File: src/rtl/convolutor_job_arbiter_if.sv
// Requester/convolutor bundle for convolutor_job_arbiter.
//   slave  : the arbiter's view (requests and convolutor outputs in,
//            grants, status pulses and muxed memory traffic out)
//   master : the surrounding environment's view (directions reversed)
// Handshake: a requester holds req_i[r] until it sees gnt_o[r]. Requests
// are only sampled while the arbiter is idle. A job ends with exactly one
// one-cycle pulse on either done_o[r] or err_o[r]. state_dbg exposes the
// arbiter FSM state for observation only.
interface convolutor_job_arbiter_if #(
  parameter int ADDR_WIDTH = 5,
  parameter int DATA_WIDTH = 8
);
  logic [1:0]              req_i;
  logic [ADDR_WIDTH-1:0]   sizeY0_i;
  logic [ADDR_WIDTH-1:0]   sizeY1_i;
  logic [DATA_WIDTH-1:0]   dataY0_i;
  logic [DATA_WIDTH-1:0]   dataY1_i;
  logic [1:0]              gnt_o;
  logic [1:0]              done_o;
  logic [1:0]              err_o;
  logic [ADDR_WIDTH-1:0]   memY_addr_o;
  logic [2*DATA_WIDTH-1:0] dataZ_o;
  logic [ADDR_WIDTH:0]     memZ_addr_o;
  logic [1:0]              writeZ_o;
  logic                    conv_start_o;
  logic [ADDR_WIDTH-1:0]   conv_sizeY_o;
  logic [DATA_WIDTH-1:0]   conv_dataY_o;
  logic [ADDR_WIDTH-1:0]   conv_memY_addr_i;
  logic [2*DATA_WIDTH-1:0] conv_dataZ_i;
  logic [ADDR_WIDTH:0]     conv_memZ_addr_i;
  logic                    conv_writeZ_i;
  logic                    conv_done_i;
  logic [2:0]              state_dbg;

  modport slave (
    input  req_i, sizeY0_i, sizeY1_i, dataY0_i, dataY1_i,
    input  conv_memY_addr_i, conv_dataZ_i, conv_memZ_addr_i,
    input  conv_writeZ_i, conv_done_i,
    output gnt_o, done_o, err_o, memY_addr_o, dataZ_o, memZ_addr_o,
    output writeZ_o, conv_start_o, conv_sizeY_o, conv_dataY_o, state_dbg
  );

  modport master (
    output req_i, sizeY0_i, sizeY1_i, dataY0_i, dataY1_i,
    output conv_memY_addr_i, conv_dataZ_i, conv_memZ_addr_i,
    output conv_writeZ_i, conv_done_i,
    input  gnt_o, done_o, err_o, memY_addr_o, dataZ_o, memZ_addr_o,
    input  writeZ_o, conv_start_o, conv_sizeY_o, conv_dataY_o, state_dbg
  );
endinterface

File: src/rtl/convolutor_job_arbiter.sv
// Shares one convolutor between two requesters.
// Ports:
//   clk   - rising-edge clock
//   rst_n - asynchronous active-low reset
//   bus   - convolutor_job_arbiter_if.slave: job requests, sizes and Y data
//           from the requesters; grant/done/err back to them; start, size
//           and muxed Y data to the convolutor; the convolutor's address,
//           Z data and Z write are broadcast, with Z writes gated per grant.
// Flow: IDLE picks a round-robin winner, START fires one start pulse, RUN
// waits for conv_done_i under a watchdog, FINISH/ABORT pulse done/err for
// one cycle and release the grant. Zero-length jobs skip straight to ABORT.
module convolutor_job_arbiter #(
  parameter int ADDR_WIDTH  = 5,
  parameter int DATA_WIDTH  = 8,
  parameter int WDOG_CYCLES = 1023
) (
  input logic                     clk,
  input logic                     rst_n,
  convolutor_job_arbiter_if.slave bus
);

  localparam int WDOG_W = (WDOG_CYCLES > 1) ? $clog2(WDOG_CYCLES) : 1;
  localparam logic [WDOG_W-1:0] WDOG_LAST = WDOG_W'(WDOG_CYCLES - 1);

  typedef enum logic [2:0] {
    S_IDLE   = 3'd0,
    S_START  = 3'd1,
    S_RUN    = 3'd2,
    S_FINISH = 3'd3,
    S_ABORT  = 3'd4
  } state_t;

  state_t                state_q, state_d;
  logic [1:0]            gnt_q, gnt_d;
  logic [ADDR_WIDTH-1:0] size_q, size_d;
  logic                  ptr_q, ptr_d;   // index of the last requester served
  logic [WDOG_W-1:0]     wdog_q, wdog_d;
  logic                  win;
  logic [ADDR_WIDTH-1:0] win_size;

  always_ff @(posedge clk or negedge rst_n) begin
    if (!rst_n) begin
      state_q <= S_IDLE;
      gnt_q   <= 2'b00;
      size_q  <= '0;
      ptr_q   <= 1'b1;
      wdog_q  <= '0;
    end else begin
      state_q <= state_d;
      gnt_q   <= gnt_d;
      size_q  <= size_d;
      ptr_q   <= ptr_d;
      wdog_q  <= wdog_d;
    end
  end

  // On a tie the requester not served last wins.
  always_comb begin
    win = 1'b0;
    if (bus.req_i == 2'b11) win = ~ptr_q;
    else                    win = bus.req_i[1];
    win_size = win ? bus.sizeY1_i : bus.sizeY0_i;
  end

  always_comb begin
    state_d = state_q;
    gnt_d   = gnt_q;
    size_d  = size_q;
    ptr_d   = ptr_q;
    wdog_d  = wdog_q;
    case (state_q)
      S_IDLE: begin
        if (|bus.req_i) begin
          gnt_d = win ? 2'b10 : 2'b01;
          if (win_size == '0) begin
            state_d = S_ABORT;
          end else begin
            size_d  = win_size;
            state_d = S_START;
          end
        end
      end
      S_START: begin
        wdog_d  = '0;
        state_d = S_RUN;
      end
      S_RUN: begin
        wdog_d = wdog_q + WDOG_W'(1);
        // Done takes priority over a simultaneous watchdog expiry.
        if (bus.conv_done_i)           state_d = S_FINISH;
        else if (wdog_q == WDOG_LAST)  state_d = S_ABORT;
      end
      S_FINISH, S_ABORT: begin
        gnt_d   = 2'b00;
        ptr_d   = gnt_q[1];
        state_d = S_IDLE;
      end
      default: begin
        gnt_d   = 2'b00;
        state_d = S_IDLE;
      end
    endcase
  end

  assign bus.state_dbg    = state_q;
  assign bus.gnt_o        = gnt_q;
  assign bus.conv_start_o = (state_q == S_START);
  assign bus.conv_sizeY_o = size_q;
  assign bus.done_o       = (state_q == S_FINISH) ? gnt_q : 2'b00;
  assign bus.err_o        = (state_q == S_ABORT)  ? gnt_q : 2'b00;

  always_comb begin
    bus.conv_dataY_o = '0;
    case (gnt_q)
      2'b01:   bus.conv_dataY_o = bus.dataY0_i;
      2'b10:   bus.conv_dataY_o = bus.dataY1_i;
      default: bus.conv_dataY_o = '0;
    endcase
  end

  assign bus.writeZ_o    = {2{bus.conv_writeZ_i}} & gnt_q;
  assign bus.memY_addr_o = bus.conv_memY_addr_i;
  assign bus.memZ_addr_o = bus.conv_memZ_addr_i;
  assign bus.dataZ_o     = bus.conv_dataZ_i;

endmodule
File: src/flat_wrapper.sv
// flat-port wrapper written by rule: the top's interface ports become plain ports
module convolutor_job_arbiter_flat 
#(
  parameter int ADDR_WIDTH  = 5,
  parameter int DATA_WIDTH  = 8,
  parameter int WDOG_CYCLES = 1023
)
  (clk, rst_n, bus_req_i, bus_sizeY0_i, bus_sizeY1_i, bus_dataY0_i, bus_dataY1_i, bus_conv_memY_addr_i, bus_conv_dataZ_i, bus_conv_memZ_addr_i, bus_conv_writeZ_i, bus_conv_done_i, bus_gnt_o, bus_done_o, bus_err_o, bus_memY_addr_o, bus_dataZ_o, bus_memZ_addr_o, bus_writeZ_o, bus_conv_start_o, bus_conv_sizeY_o, bus_conv_dataY_o, bus_state_dbg);
  convolutor_job_arbiter_if #(.ADDR_WIDTH(ADDR_WIDTH), .DATA_WIDTH(DATA_WIDTH)) bus_i ();
  input logic clk;
  input logic rst_n;
  input wire logic [$bits(bus_i.req_i)-1:0] bus_req_i;
  input wire logic [$bits(bus_i.sizeY0_i)-1:0] bus_sizeY0_i;
  input wire logic [$bits(bus_i.sizeY1_i)-1:0] bus_sizeY1_i;
  input wire logic [$bits(bus_i.dataY0_i)-1:0] bus_dataY0_i;
  input wire logic [$bits(bus_i.dataY1_i)-1:0] bus_dataY1_i;
  input wire logic [$bits(bus_i.conv_memY_addr_i)-1:0] bus_conv_memY_addr_i;
  input wire logic [$bits(bus_i.conv_dataZ_i)-1:0] bus_conv_dataZ_i;
  input wire logic [$bits(bus_i.conv_memZ_addr_i)-1:0] bus_conv_memZ_addr_i;
  input wire logic [$bits(bus_i.conv_writeZ_i)-1:0] bus_conv_writeZ_i;
  input wire logic [$bits(bus_i.conv_done_i)-1:0] bus_conv_done_i;
  output wire logic [$bits(bus_i.gnt_o)-1:0] bus_gnt_o;
  output wire logic [$bits(bus_i.done_o)-1:0] bus_done_o;
  output wire logic [$bits(bus_i.err_o)-1:0] bus_err_o;
  output wire logic [$bits(bus_i.memY_addr_o)-1:0] bus_memY_addr_o;
  output wire logic [$bits(bus_i.dataZ_o)-1:0] bus_dataZ_o;
  output wire logic [$bits(bus_i.memZ_addr_o)-1:0] bus_memZ_addr_o;
  output wire logic [$bits(bus_i.writeZ_o)-1:0] bus_writeZ_o;
  output wire logic [$bits(bus_i.conv_start_o)-1:0] bus_conv_start_o;
  output wire logic [$bits(bus_i.conv_sizeY_o)-1:0] bus_conv_sizeY_o;
  output wire logic [$bits(bus_i.conv_dataY_o)-1:0] bus_conv_dataY_o;
  output wire logic [$bits(bus_i.state_dbg)-1:0] bus_state_dbg;
  assign bus_i.req_i = bus_req_i;
  assign bus_i.sizeY0_i = bus_sizeY0_i;
  assign bus_i.sizeY1_i = bus_sizeY1_i;
  assign bus_i.dataY0_i = bus_dataY0_i;
  assign bus_i.dataY1_i = bus_dataY1_i;
  assign bus_i.conv_memY_addr_i = bus_conv_memY_addr_i;
  assign bus_i.conv_dataZ_i = bus_conv_dataZ_i;
  assign bus_i.conv_memZ_addr_i = bus_conv_memZ_addr_i;
  assign bus_i.conv_writeZ_i = bus_conv_writeZ_i;
  assign bus_i.conv_done_i = bus_conv_done_i;
  assign bus_gnt_o = bus_i.gnt_o;
  assign bus_done_o = bus_i.done_o;
  assign bus_err_o = bus_i.err_o;
  assign bus_memY_addr_o = bus_i.memY_addr_o;
  assign bus_dataZ_o = bus_i.dataZ_o;
  assign bus_memZ_addr_o = bus_i.memZ_addr_o;
  assign bus_writeZ_o = bus_i.writeZ_o;
  assign bus_conv_start_o = bus_i.conv_start_o;
  assign bus_conv_sizeY_o = bus_i.conv_sizeY_o;
  assign bus_conv_dataY_o = bus_i.conv_dataY_o;
  assign bus_state_dbg = bus_i.state_dbg;
  convolutor_job_arbiter #(.ADDR_WIDTH(ADDR_WIDTH), .DATA_WIDTH(DATA_WIDTH), .WDOG_CYCLES(WDOG_CYCLES)) u_core (.clk(clk), .rst_n(rst_n), .bus(bus_i));
endmodule
File: config.mk
export PLATFORM = sky130hd
export DESIGN_NAME = convolutor_job_arbiter_flat
export DESIGN_NICKNAME = d
export VERILOG_FILES = /design/src/rtl/convolutor_job_arbiter_if.sv /design/src/rtl/convolutor_job_arbiter.sv /design/src/flat_wrapper.sv
export SDC_FILE = /design/constraint.sdc
export NUM_CORES = 1
export LEC_CHECK = 0
export BUFFER_PORTS_ARGS = -buffer_cell sky130_fd_sc_hd__buf_2
export CORE_ASPECT_RATIO = 1.75
export CORE_MARGIN = 1.5
export CORE_UTILIZATION = 42
export CTS_CLUSTER_SIZE = 20
export DETAILED_ROUTE_END_ITERATION = 7
export GPL_TIMING_DRIVEN = 1
export PLACE_DENSITY = 0.84
export SETUP_SLACK_MARGIN = 0.3
export SYNTH_ARGS = -nofsm -noshare
export SYNTH_HDL_FRONTEND = slang
export SYNTH_SLANG_ARGS = --single-unit
File: constraint.sdc
create_clock -name clk -period 1.65 [get_ports clk]
set_input_delay 0.0825 -clock clk [delete_from_list [all_inputs] [get_ports clk]]
set_output_delay 0.0825 -clock clk [all_outputs]
set_load 0.02 [all_outputs]
Yosys cells after proc, flatten, opt, wreduce, memory -nomap -nowiden
Cells that the tools add are included.
{"block": "op_classes", "reduce_logical": 9, "shifts": 0, "n_addsub": 1, "multipliers": 0, "n_lt_le_gt_ge": 0, "n_bitwise": 4, "eq_ne": 10, "n_mux": 14, "div": 0}
{"operator": "one-hot mux 10 bit (2 select lines)", "count": 1}
{"operator": "one-hot mux 8 bit (2 select lines)", "count": 1}
{"operator": "two-way mux 3 bit", "count": 4}
{"operator": "adder 10 x 1 -> 10 bit (second input constant)", "count": 1}
{"operator": "equality test 10 bit (second input constant)", "count": 1}
{"operator": "one-hot mux 3 bit (3 select lines)", "count": 1}
{"operator": "two-way mux 2 bit", "count": 4}
{"operator": "equality test 3 x 2 -> 1 bit (second input constant)", "count": 2}
{"operator": "OR reduction 2 bit", "count": 3}
{"operator": "zero test 5 bit", "count": 1}
{"operator": "two-way mux 5 bit", "count": 1}
{"operator": "equality test 2 bit (second input constant)", "count": 2}
{"operator": "one-hot mux 2 bit (2 select lines)", "count": 1}
{"operator": "AND reduction 2 bit", "count": 2}
{"operator": "equality test 3 x 1 -> 1 bit (second input constant)", "count": 1}
{"operator": "equality test 3 bit (second input constant)", "count": 1}
{"operator": "zero test 3 bit", "count": 1}
{"operator": "inequality test 3 x 2 -> 1 bit (second input constant)", "count": 1}
{"operator": "NOT 1 bit", "count": 3}
{"operator": "AND reduction 3 bit", "count": 1}
{"operator": "bitwise AND 2 bit", "count": 1}
{"operator": "equality test 2 x 1 -> 1 bit (second input constant)", "count": 1}
{"operator": "inequality test 2 x 1 -> 1 bit (second input constant)", "count": 1}
{"operator": "nonzero test 2 bit", "count": 1}
{"operator": "two-way mux 1 bit", "count": 1}
{"block": "word_totals", "out_inout_bits": 52, "ram_bits": 0, "regBits": 21, "wordCells": 43, "mem_bits_ro": 0, "in_bits": 59, "latchBits": 0, "n_memories": 0}

Depth between registers and ports, before layout
{"block": "logic_depth", "word_depth": 7, "mapped_depth": 6, "mapped_depth_nobuf": 5}

Worst setup path after synthesis
OpenSTA, ideal clock, no wires.
{"block": "synth_path", "path_kind": "flip-flop to flip-flop", "start": "reg u_core.state_q[1] (netlist: u_core.bus.state_dbg[1])", "end": "reg u_core.wdog_q[6]", "arrival_time_ns": 1.500, "synth_period_minus_slack_ns": 1.629, "setup_ns": 0.129, "stages_incl_launch_ff": 7, "n_path_buf": 1, "slack_ns": 0.021, "required_time_ns": 1.521, "cell_sequence": "dfrtp_1 > buf_4 > or3b_4 > inv_2 > nor2_1 > o21ai_1 > o41ai_2"}
{"block": "synth_between", "elab_chain_len": 2, "elab_cells_between_ends": 4, "cone_classes": "eq/ne (2); mux (1); reduce/logical (1)"}
{"item": "from (decl)", "line": "convolutor_job_arbiter.sv:33", "rtl": "state_t state_q, state_d;"}
{"item": "from (signal assigned)", "line": "convolutor_job_arbiter.sv:49", "rtl": "state_q <= state_d;"}
{"item": "equality test 3 x 1 -> 1 bit (*)"}
{"item": "named net bus_conv_start_o", "line": "flat_wrapper.sv:29", "rtl": "output wire logic [$bits(bus_i.conv_start_o)-1:0] bus_conv_start_o;"}
{"item": "one-hot mux 10 bit (2 select lines) / nonzero test 2 bit (equally long branches)"}
{"item": "to (signal assigned)", "line": "convolutor_job_arbiter.sv:53", "rtl": "wdog_q <= wdog_d;"}
{"item": "to (decl)", "line": "convolutor_job_arbiter.sv:37", "rtl": "logic [WDOG_W-1:0] wdog_q, wdog_d;"}
Mark *: on every way through the listed nets, which the timed path passes. The rest lies on a longest branch.
A chain may end at the register's enable or synchronous reset.

Worst setup path after layout
{"block": "layout_path", "start": "reg u_core.ptr_q", "end": "reg u_core.state_q[2] (netlist: u_core.bus.state_dbg[2])"}
{"block": "layout_between", "elab_chain_len": 7}
{"item": "from (decl)", "line": "convolutor_job_arbiter.sv:36", "rtl": "logic ptr_q, ptr_d;"}
{"item": "from (signal assigned)", "line": "convolutor_job_arbiter.sv:52", "rtl": "ptr_q <= ptr_d;"}
{"item": "NOT 1 bit", "line": "convolutor_job_arbiter.sv:60", "rtl": "if (bus.req_i == 2'b11) win = ~ptr_q;"}
{"item": "two-way mux 1 bit", "line": "convolutor_job_arbiter.sv:60"}
{"item": "two-way mux 5 bit", "line": "convolutor_job_arbiter.sv:62", "rtl": "win_size = win ? bus.sizeY1_i : bus.sizeY0_i;"}
{"item": "zero test 5 bit", "line": "convolutor_job_arbiter.sv:75", "rtl": "if (win_size == '0) begin"}
{"item": "two-way mux 3 bit", "line": "convolutor_job_arbiter.sv:75"}
{"item": "two-way mux 3 bit", "line": "convolutor_job_arbiter.sv:73", "rtl": "if (|bus.req_i) begin"}
{"item": "one-hot mux 3 bit (3 select lines)", "line": "convolutor_job_arbiter.sv:71", "rtl": "case (state_q)"}
No other way between the ends. The select of a mux whose other input is x is not followed.

==> run_results.csv <==
group,metric,value,unit
status,status,"finished clean",
timing,fin_setup_tns,0,ns
cells_and_area,fill_cells,290,
synth,synthFlopType,"dfrtp_1",
power_and_ir_drop,p_int,2.21,mW
power_and_ir_drop,peakVddDrop,0.00123,V
power_and_ir_drop,swShare,44.2,%
synth,synth.area.top_cells,"dfrtp_1 31%, buf_4 13%, mux2i_1 4.3%, o21ai_0 4.0%, nor2_1 3.9%",
global_routing,antenna_found_initial,0,
drt,drt-wirelength-per-cell,17.3,µm
clocking,numCtsBuffers,3,
clocking,clockBufferDepth,2,
global_routing,grt_pass1_vias,1531,
synth,synth-edff-count,0,
timing,slew_headroom,67.0,%
timing,fin_crit_sh,93.5,%
drt,drt_wl_total,4.92,mm
critical_path,crit_type,"flip-flop to flip-flop",
floorplan,io-pin-count,111,
critical_path,cp_data_required_time,1.86,ns
synth,synth_nets,241,
global_routing,grt_start_max_net_pins,22,
critical_path,reg2reg_to,"u_core.bus.state_dbg[2]$_DFFE_PN0P_",
critical_path,rrSetupSlack,0.11,ns
place,portBuffers,56,
clocking,ctsHtreeMaxLevel,1,
hold_path,hold_path.startpoint,"bus_conv_done_i",
critical_path,crit_family,"flip-flops",
run,cap_violations,0,
timing,worst_pin_slew,0.495,ns
critical_path,critical_path_arrival,1.75,ns
timing,maxSlewViolCount,0,
timing,whs,0.0905,ns
timing,setup_violations,0,
synth,syn_avg_cell_area,9.08,µm²
cells_and_area,final_net_count,302,
floorplan,num_rows,29,
clocking,clkTransAtPathRegs,0.08,ns
critical_path,r2r.worst_path.cells,4,
hold_path,worstHoldEndpoint,"u_core.bus.state_dbg[0]$_DFFE_PN0P_",
critical_path,crit_path_end_kind,"flip-flop",
global_routing,track_usage,21.5,%
critical_path,cp_max_fo,3,
clocking,clkLatencyLatePin,0.27,ns
timing,finalCriticalPeriod,1.54,ns
drt,via_per_inst,5.79,
critical_path,path_cells,"a21boi_4 -> or4_4 -> o32ai_4 -> a22o_1",
clocking,cts_root_buf,"clkbuf_8",
floorplan,core_region_area,0.00366,mm²
floorplan,die_area,0.00424,mm²
synth,yosys.area.top_type_share,31.0,%
cells_and_area,syn2layout_area_growth,47.5,%
synth,ys_seq_elements,21,
power_and_ir_drop,seq_power_share,22.7,%
power_and_ir_drop,power_leakage,1.06,nW
drt,drt_iter0_drc,42,
synth,ys_seq_area_share,32.6,%
critical_path,crit_path_max_incr_delay,0.56,ns
timing,rsz0062_at_grt,"yes",
drt,drc_errors,0,
synth,yosys.cell_count.top_type,"buf_4",
place,gp_congestion,0.833,
synth,yosysWarningCount,0,
hold_path,holdPathStages,3,
drt,vias,1644,
synth,synth_commonest_cells,"29 x buf_4, 20 x dfrtp_1, 17 x nor2_1, 13 x o21ai_0, 11 x nand2_1",
clocking,clock_sinks,21,
floorplan,start_util,44.1,%
global_routing,grt_pass1_wl,7.17,mm
critical_path,crit-reg2reg-launch,"u_core.ptr_q$_DFFE_PN1P_",
timing,hold_violations,0,
power_and_ir_drop,power_density,1660,mW/mm²
cells_and_area,fin_util,65.1,%
cells_and_area,diodes,0,
power_and_ir_drop,combinationalPowerShare,68.4,%
drt,ant_nets,0,
global_routing,gr-total-overflow,0,
place,hpwl,2.94,mm
clocking,cts_tree,"built",
cells_and_area,drive_above_1_share,67.2,%
timing,fmax,648,MHz
hold_path,hold_path_class,"primary input to flip-flop",
power_and_ir_drop,netSwitchingPower,1.75,mW
synth,synth_cell_types,48,
power_and_ir_drop,p_clk_share,8.9,%
critical_path,crit_buf_inv,0,
synth,syn_area,0.00162,mm²
floorplan,die_height,85.1,µm
critical_path,cp_slowest_cell,"dfstp_2",
timing,fin_skew,0.00261,ns
floorplan,fp.dieW,49.9,µm
critical_path,startpoint_type,"flip-flop",
drt,firstDrtPassIters,4,
synth,synth.largest_area_cell,"dfrtp_1",
synth,synth_async_sr_flop_share,100,%
synth,netlist_instances,178,
metal layers:
layer,GRT usage [%],wire [µm],up-vias
li1,-,-,740
met1,22.9,1760,817
met2,39.8,2710,70
met3,3.70,322,17
met4,10.1,130,0
met5,0,0,-
per-stage QoR:
step / instance area, µm² / setup WS, ns / total power [mW] / instances
2_1_floorplan: 1680 / 0.148 / 2.17 / 178
3_3_place_gp: 1780 / 0.140 / 2.47 / 248
3_5_place_dp: 1780 / 0.106 / 2.50 / 248
4_1_cts: 2200 / 0.117 / 3.55 / 279
5_1_grt: 2380 / 0.0447 / 4.16 / 284
6_report: 2380 / 0.107 / 3.95 / 284
registers in the layout, indices dropped and copies added, names as in the netlist:
name	cells
u_core.wdog_q	10
u_core.ptr_q	1
u_core.bus.state_dbg	3
u_core.bus.conv_sizeY_o	5
u_core.bus.gnt_o	2
power by group through the flow:
stage	clock (mW)	sequential [mW]	combinational [mW]
floorplan	0	0.953	1.22
global placement	0	0.912	1.56
detailed placement	0	0.919	1.59
CTS	0.342	0.864	2.34
global route	0.375	0.919	2.87
finish	0.352	0.897	2.70
worst max-delay path by stage:
stage / startpoint / endpoint / depth (start not counted) / slack [ns]
global placement: u_core.ptr_q$_DFFE_PN1P_ / u_core.bus.state_dbg[2]$_DFFE_PN0P_ / 4 / 0.14
global route: u_core.ptr_q$_DFFE_PN1P_ / u_core.bus.state_dbg[2]$_DFFE_PN0P_ / 4 / 0.04
floorplan: u_core.bus.state_dbg[1]$_DFFE_PN0P_ / u_core.wdog_q[6]$_DFFE_PN0P_ / 6 / 0.15
finish: u_core.ptr_q$_DFFE_PN1P_ / u_core.bus.state_dbg[2]$_DFFE_PN0P_ / 4 / 0.11
CTS: u_core.ptr_q$_DFFE_PN1P_ / u_core.bus.state_dbg[2]$_DFFE_PN0P_ / 4 / 0.12
detailed placement: u_core.ptr_q$_DFFE_PN1P_ / u_core.bus.state_dbg[2]$_DFFE_PN0P_ / 4 / 0.11
cell usage in the layout, fill, tap and decap left out, types with 2 or more instances in the layout:
cell / instances
nor2_2: 11
and3_1: 2
ha_4: 2
or4_4: 2
inv_1: 2
and2_4: 2
nand2_1: 10
buf_4: 27
buf_6: 19
o211ai_1: 3
nor2_1: 4
o2bb2ai_1: 3
nor2_4: 2
a21oi_1: 2
nor3b_4: 2
or3b_4: 2
o21ai_2: 6
mux2i_1: 5
nor3_1: 3
nand3b_1: 2
dfrtp_2: 7
nand4_1: 2
dfrtp_1: 13
clkbuf_8: 3
o21ai_1: 6
a22o_1: 3
mux2_2: 2
a22oi_2: 8
o21ai_0: 2
inv_2: 2
buf_2: 44
and2_1: 2
layout make-up:
type	instances	area (µm²)	area share, %
Timing Repair Buffer	91	647	27.1
Clock buffer	4	45.0	1.89
Multi-Input combinational cell	117	1080	45.2
Tap cell	46	57.6	2.41
Sequential cell	21	536	22.5
Inverter	5	21.3	0.892
timing repair:
item | in CTS | in global routing
pin swaps | 15 | 17
buffers inserted | 26 | 5
setup endpoints to repair | 28 | 33
cloned | 0 | 0
gates resized for setup | 46 | 38
hold endpoints to repair | 20 | 0
hold buffers | 1 | 0
kinds of logic (layout without fill, tap and decap cells):
logic type / Yosys count / after routing / share of synthesized area, %
adder cells (fa/ha/maj): 4 / 4 / 3.10
AO/OA/AOI/OAI: 45 / 45 / 20.6
flip-flops: 21 / 21 / 32.6
multiplexers: 10 / 10 / 6.42
AND/OR/NAND/NOR: 58 / 58 / 20.7
buffers and inverters: 40 / 100 / 16.6
worst register-to-register path: cells and delay by family, from the launching register on:
kind | cells | cell delay, ns
DFF | 1 | 0.56
AOI/OAI and AO/OA | 3 | 0.46
and+or+nand+nor | 1 | 0.45
Note: power is estimated with default switching activity, not from simulation.
